**config.mk**
```make
export PLATFORM = sky130hd
export DESIGN_NAME = regwrite_arbiter
export DESIGN_NICKNAME = d
export VERILOG_FILES = /design/src/rtl/regwrite_arbiter.sv
export SDC_FILE = /design/constraint.sdc
export NUM_CORES = 1
export LEC_CHECK = 0
export CORE_MARGIN = 3
export CORE_UTILIZATION = 38
export DETAILED_ROUTE_END_ITERATION = 6
export PLACE_DENSITY = 0.79
export SYNTH_ARGS = -nofsm -noshare
export SYNTH_HDL_FRONTEND = slang
export SYNTH_SLANG_ARGS = --single-unit
```
**constraint.sdc**
```tcl
create_clock -name clk -period 1.75 [get_ports clk]
set_clock_uncertainty 0.15 [all_clocks]
set_input_delay 0.2625 -clock clk [delete_from_list [all_inputs] [get_ports clk]]
set_output_delay 0.2625 -clock clk [all_outputs]
set_load 0.05 [all_outputs]
```
**src/rtl/regwrite_arbiter.sv**
```systemverilog
// Two-requester round-robin arbiter with bounded bursts that shares one register write path.
// The winning write is registered and presented to the decoder one cycle after its grant.
module regwrite_arbiter #(
  parameter int DATA_W    = 16,
  parameter int BURST_MAX = 4
) (
  input  logic              clk,
  input  logic              rst,
  input  logic              a_valid,
  input  logic              a_sel,
  input  logic [DATA_W-1:0] a_data,
  output logic              a_ready,
  input  logic              b_valid,
  input  logic              b_sel,
  input  logic [DATA_W-1:0] b_data,
  output logic              b_ready,
  output logic              reg_select,
  output logic [DATA_W-1:0] reg_data,
  output logic              reg_we,
  output logic [1:0]        owner
);

  localparam int CNT_W = $clog2(BURST_MAX + 1);
  localparam logic [CNT_W-1:0] CNT_MAX = CNT_W'(BURST_MAX);
  localparam logic [CNT_W-1:0] CNT_ONE = CNT_W'(1);

  typedef enum logic [1:0] {
    IDLE  = 2'b00,
    OWN_A = 2'b01,
    OWN_B = 2'b10
  } state_e;

  function automatic logic [CNT_W-1:0] sat_inc(input logic [CNT_W-1:0] c);
    return (c >= CNT_MAX) ? CNT_MAX : c + CNT_ONE;
  endfunction

  state_e            state_q, state_d;
  logic              rr_last_q, rr_last_d;  // 1 = B was granted last
  logic [CNT_W-1:0]  cnt_q, cnt_d;
  logic              grant_a, grant_b;
  logic              reg_we_q, reg_select_q;
  logic [DATA_W-1:0] reg_data_q;

  always_comb begin
    state_d   = state_q;
    cnt_d     = cnt_q;
    rr_last_d = rr_last_q;
    grant_a   = 1'b0;
    grant_b   = 1'b0;
    if (!rst) begin
      case (state_q)
        IDLE: begin
          if (a_valid && b_valid) begin
            grant_a = rr_last_q;
            grant_b = !rr_last_q;
          end else begin
            grant_a = a_valid;
            grant_b = b_valid;
          end
          if (grant_a) begin
            state_d = OWN_A;
            cnt_d   = CNT_ONE;
          end else if (grant_b) begin
            state_d = OWN_B;
            cnt_d   = CNT_ONE;
          end
        end
        OWN_A: begin
          if (a_valid && (cnt_q < CNT_MAX || !b_valid)) begin
            grant_a = 1'b1;
            cnt_d   = sat_inc(cnt_q);
          end else if (b_valid) begin
            grant_b = 1'b1;
            state_d = OWN_B;
            cnt_d   = CNT_ONE;
          end else begin
            state_d = IDLE;
            cnt_d   = '0;
          end
        end
        OWN_B: begin
          if (b_valid && (cnt_q < CNT_MAX || !a_valid)) begin
            grant_b = 1'b1;
            cnt_d   = sat_inc(cnt_q);
          end else if (a_valid) begin
            grant_a = 1'b1;
            state_d = OWN_A;
            cnt_d   = CNT_ONE;
          end else begin
            state_d = IDLE;
            cnt_d   = '0;
          end
        end
        default: begin
          state_d = IDLE;
          cnt_d   = '0;
        end
      endcase
      if (grant_a) rr_last_d = 1'b0;
      else if (grant_b) rr_last_d = 1'b1;
    end
  end

  // Stage boundary: arbitration state and registered decoder write
  always_ff @(posedge clk) begin
    if (rst) begin
      state_q      <= IDLE;
      rr_last_q    <= 1'b1;
      cnt_q        <= '0;
      reg_we_q     <= 1'b0;
      reg_select_q <= 1'b0;
      reg_data_q   <= '0;
    end else begin
      state_q   <= state_d;
      rr_last_q <= rr_last_d;
      cnt_q     <= cnt_d;
      reg_we_q  <= grant_a | grant_b;
      if (grant_a) begin
        reg_select_q <= a_sel;
        reg_data_q   <= a_data;
      end else if (grant_b) begin
        reg_select_q <= b_sel;
        reg_data_q   <= b_data;
      end
    end
  end

  assign a_ready    = grant_a;
  assign b_ready    = grant_b;
  assign reg_we     = reg_we_q;
  assign reg_select = reg_select_q;
  assign reg_data   = reg_data_q;
  assign owner      = state_q;

endmodule

```
==> impl_metrics.tcl, run 1 <==
set metrics [dict create \
    period_minus_slack_ps 2070 \
    synth_largest_type_area_fraction_pct 34.7 \
    grt_max_degree 22 \
    start_util_pct 40.5 \
    path_max_fanout 3 \
    drtIter0Drc 88 \
    p_leak_nw 0.989 \
    drv_cap 0 \
    diodes 0 \
    crit_slowest_cell "or4b_4" \
    syn-cell-area_sq_mm 0.00139 \
    globalRoute.totalOverflow 0 \
    drt-total-wl_um 4100 \
    grt_pass1_wl_um 6920 \
    drc 0 \
    clock_latency_ps 310 \
    crit_chain "or4b_4 > o2111ai_4 > clkinvlp_4 > buf_12" \
    arrival_ps 1650 \
    final_nets 274 \
    peakVddDrop_uv 431 \
    syn_nets 187 \
    ant_nets 0 \
    yosys.area.top_type "dfxtp_1" \
    synth.most_common_cell "nor2_1" \
    slew_headroom_pct 71.1 \
    yosys_register_bits 24 \
    wl_per_cell_um 14.7 \
    num_rows 21 \
    startpoint_type "flip-flop" \
    cts_tree "done" \
    synth-warning-count 0 \
    hold_viol_final 0 \
    synth_cells 147 \
    core-area_sq_mm 0.00342 \
    cts_sinks 24 \
    ys_types 36 \
    detailed_place_hpwl_um 3090 \
    crit_path_end_kind "output pin" \
    failed_checks "setup timing" \
    htreeDepth 1 \
    synth_edf_count 0 \
    criticalPathCategory "reg -> out" \
    rsz0062_at_grt "yes" \
    vias_per_cell 5.14 \
    hold_class "in -> reg" \
    synth_area_leaders "dfxtp_1 (35%), a2111oi_2 (17%), nor2_1 (14%), a21oi_1 (2.2%), mux2i_1 (2.2%)" \
    place_congestion 0.868 \
    cp_data_required_time_ps 1340 \
    fmax_mhz 484 \
    io_pins 60 \
    clk_pin_slew_ps 130 \
    timing.final.crit_share_pct 118 \
    dieArea_sq_mm 0.00441 \
    status "finished with violations" \
    numCtsBuffers 3 \
    async_flop_share_pct 0 \
    die_w_um 66.4 \
    max_stage_delay_ps 520 \
    p_per_area_mw_per_mm2 634 \
    area_delta_synth_final_pct 79.4 \
    cts-root-buf "clkbuf_4" \
    num_vias 1434 \
    die_h_um 66.4 \
    synth-main-ff-cell "dfxtp_1" \
    synth.top_cells.by_count "nor2_1 (51), dfxtp_1 (24), a2111oi_2 (16), inv_1 (8), a21oi_1 (6)" \
    dr.pass1.iters 4 \
    dp_slack_ps -515 \
    tightest_slew_ps 422 \
    final_util_pct 72.7 \
    portBuffers 59 \
    drive_above_1_share_pct 45.9 \
    cts-hold-fix-buffers 0 \
    slew_violations 0 \
    grt_pass1_vias 1574 \
    setup_violations 20 \
    total_power_w 0.00158 \
    antenna_found_initial 0 \
    yosysSeqAreaShare_pct 34.7 \
    cts_max_path_buffers 2 \
    layout_setup_ws_ps -316 \
    grt_util_all_layers_pct 20.2 \
    syn_area_per_cell_sq_um 9.42 \
]
==> per-layer routing <==
metal  up-vias  global-route usage [%]  part of all wire (%)
met5         -                       0                     0
met4         0                    5.58                   1.1
met3         4                    3.40                   5.0
met2        45                    37.2                    55
met1       692                    23.6                    39
li1        693                       -                     -
==> state kept, by name (all words and copies together) (netlist names) <==
signal and flops:
owner 2, reg_select 1, rr_last_q 1, cnt_q 3, reg_we 1, reg_data 16
==> kinds of logic (layout without fill, tap and decap cells) <==
family	count (synthesis)	after routing	synth area share, %
mux	4	4	2.98
buf+inv	20	106	11.2
fa+ha+maj	2	2	1.81
flops	24	24	34.7
simple gates	59	59	17.8
compound gates	38	38	31.5
==> stage by stage <==
stage / instance area [sq um] / std cells / hold WS [ps] / setup TNS (ps)
floorplan: 1480 / 147 / 181 / -916
global placement: 2250 / 270 / 374 / -8730
detailed placement: 2250 / 270 / 383 / -10110
CTS: 2460 / 279 / 352 / -2780
global route: 2480 / 279 / 383 / -4450
finish: 2480 / 279 / 393 / -2770
==> what timing repair did <==
action | 4_1_cts | 5_1_grt
endpoints found under the setup margin | 21 | 22
resized for setup | 29 | 5
setup buffers | 5 | 0
pin swaps | 6 | 2
==> power by group <==
group	switching [W]	total (W)	internal, W
combinational	0.000381	0.000705	0.000324
clock	0.000157	0.000246	0.0000888
sequential	0.0000301	0.000624	0.000594
total	0.000569	0.00158	0.00101
==> critical path, delay by kind of cell, from the launching register on <==
family          cells  cell delay [ps]
buf+inv             2              310
compound gates      1              130
simple gates        1              520
flops               1              370
==> path summary, 6_finish.rpt <==
check / from / slack (ps) / end / cells past startpoint
min: b_valid / 390 / owner[1] / 4
min reg2reg: reg_data[3] / 400 / reg_data[3] / 2
max: owner[1] / -320 / a_ready / 4
max reg2reg: owner[1] / -240 / reg_data[8] / 8
==> layout by cell type (no fill, tap or decap), drive strengths merged, types with 2 or more instances in the layout <==
master	n
a2111oi	18
a21oi	6
buf	56
clkbuf	4
clkdlybuf4s50	35
dfxtp	24
ha	2
inv	7
mux2i	3
nand2	4
nor2	52
o21ai	3
o22ai	3
==> layout make-up <==
class                           instances  area, sq um
Tap cell                               46         57.6
Timing Repair Buffer                   93          927
Sequential cell                        24          489
Multi-Input combinational cell        103          947
Fill cell                             230          931
Clock buffer                            4         26.3
Inverter                                9         37.5
(Power assumes the default switching activity.)
==> inputs of run 2 (changes only) <==
--- a/config.mk
+++ b/config.mk
@@ -6,9 +6,10 @@
 export NUM_CORES = 1
 export LEC_CHECK = 0
 export CORE_MARGIN = 3
-export CORE_UTILIZATION = 38
+export CORE_UTILIZATION = 39
+export CTS_BUF_LIST = sky130_fd_sc_hd__clkbuf_2 sky130_fd_sc_hd__clkbuf_4 sky130_fd_sc_hd__clkbuf_8
 export DETAILED_ROUTE_END_ITERATION = 6
-export PLACE_DENSITY = 0.79
+export PLACE_DENSITY = 0.81
 export SYNTH_ARGS = -nofsm -noshare
 export SYNTH_HDL_FRONTEND = slang
 export SYNTH_SLANG_ARGS = --single-unit
==> impl_metrics.tcl, run 2 (synthesized netlist as in run 1, its figures left out) <==
set metrics [dict create \
    fin_hold_ws_ps 384 \
    hold_class "in -> reg" \
    fmax_mhz 482 \
    p_leak_nw 1.00 \
    dieArea_sq_mm 0.00430 \
    clock_latency_ps 320 \
    num_rows 21 \
    core-area_sq_mm 0.00339 \
    criticalPathCategory "reg -> out" \
    dr.pass1.iters 4 \
    slew_violations 0 \
    drv_cap 0 \
    regArea_sq_um 492 \
    fin_tns_setup_ps -4090 \
    htreeDepth 1 \
    crit_chain "or4b_4 > o2111ai_4 > clkinvlp_4 > buf_12" \
    num_vias 1456 \
    numCtsBuffers 3 \
    drive_above_1_share_pct 47.7 \
    slew_headroom_pct 73.5 \
    fillers 221 \
    timing.rr.end "reg_data[6]" \
    path_depth 4 \
    die_w_um 65.6 \
    peakVddDrop_uv 484 \
    rrSetupSlack_ps -270 \
    rsz0062_at_grt "yes" \
    setup_violations 20 \
    startpoint_type "flip-flop" \
    wl_per_cell_um 14.6 \
    drtIter0Drc 50 \
    place_congestion 0.788 \
    grt_max_degree 22 \
    crit_buf_inv 2 \
    cts_sinks 24 \
    cts-hold-fix-buffers 0 \
    tightest_slew_ps 397 \
    largest_reg_flops 16 \
    cts_tree "done" \
    path_max_fanout 2 \
    cts-root-buf "clkbuf_4" \
    globalRoute.totalOverflow 0 \
    crit_slowest_cell "or4b_4" \
    timing.final.crit_share_pct 119 \
    crit_family "simple AND/OR/NAND/NOR gates" \
    cp_data_required_time_ps 1340 \
    r2r_cells 7 \
    arrival_ps 1660 \
    status "finished with violations" \
    die_h_um 65.6 \
    start_util_pct 40.9 \
    drc 0 \
    final_common_cell "buf_4" \
    grt_util_all_layers_pct 19.2 \
    io_pins 60 \
    drt-total-wl_um 4130 \
    p_per_area_mw_per_mm2 696 \
    clk_pin_slew_ps 140 \
    multi_input_comb_area_sq_um 908 \
    area_delta_synth_final_pct 79.4 \
    critical_path.startpoint "owner[0]" \
    hold_viol_final 0 \
    diodes 0 \
    failed_checks "setup timing" \
    period_minus_slack_ps 2080 \
    ant_nets 0 \
    layout_setup_ws_ps -325 \
    final_nets 278 \
    cts_max_path_buffers 2 \
    crit_path_end_kind "output pin" \
    total_power_w 0.00173 \
    most-common-layout-cells "buf_4 (44), nor2_1 (41), clkdlybuf4s50_1 (37), dfxtp_1 (21), a2111oi_2 (14)" \
    crit_path_end "a_ready" \
    vias_per_cell 5.14 \
    antenna_found_initial 0 \
    grt_pass1_wl_um 6410 \
    detailed_place_hpwl_um 3040 \
    portBuffers 59 \
    rr_startpoint "owner[0]" \
    grt_pass1_vias 1600 \
    max_stage_delay_ps 530 \
]
[run 2: final cells by class]
type / instances / area share, %
inverter: 9 / 1.66
timing repair buffer: 97 / 37.6
clock buffer: 3 / 0.906
tap: 46 / 2.32
multi-input combinational: 103 / 36.6
clock inverter: 1 / 1.21
sequential: 24 / 19.8
[run 2: per-layer routing]
| layer | track usage [%] | part of all wire [%] | up-vias |
|---|---|---|---|
| met5 | 0 | 0 | - |
| met4 | 7.51 | 0.90 | 0 |
| met3 | 3.76 | 4.7 | 4 |
| met2 | 38.7 | 57 | 42 |
| met1 | 18.6 | 38 | 709 |
| li1 | - | - | 701 |
[run 2: repair_timing]
| action | CTS | global route |
|---|---|---|
| gates resized for setup | 13 | 17 |
| pin swaps | 4 | 3 |
| buffers inserted | 8 | 2 |
| endpoints found under the setup margin | 21 | 22 |
[run 2: worst min path at each step]
stage	end	startpoint	cells after the start
after CTS	reg_data[12]	a_data[12]	3
after floorplan	reg_data[5]	rst	1
after detailed placement	reg_data[12]	reg_data[12]	2
final	reg_data[12]	a_data[12]	3
after global placement	reg_data[3]	reg_data[3]	2
after global routing	reg_data[12]	a_data[12]	3
[run 2: metrics by stage]
| step | instance area [sq um] | utilization [%] | setup slack (ps) | std cells |
|---|---|---|---|---|
| 3_3_place_gp | 2270 | 66.9 | -432 | 273 |
| 2_1_floorplan | 1480 | - | -240 | 147 |
| 3_5_place_dp | 2270 | 66.9 | -459 | 273 |
| 6_report | 2480 | 73.3 | -325 | 283 |
| 5_1_grt | 2480 | 73.3 | -362 | 283 |
| 4_1_cts | 2390 | 70.6 | -332 | 282 |
[run 2: worst register-to-register path, delay by kind of cell (launching register included)]
family | cells | cell delay (ps)
AND/OR/NAND/NOR | 2 | 600
buffers and inverters | 3 | 430
AO/OA/AOI/OAI | 2 | 390
flip-flops | 1 | 370
[run 2: report_power, final]
part | switching, W | internal (W) | total, W
Sequential | 0.0000286 | 0.000592 | 0.000621
Clock | 0.000183 | 0.000232 | 0.000415
Combinational | 0.000376 | 0.000318 | 0.000695
Total | 0.000588 | 0.00114 | 0.00173
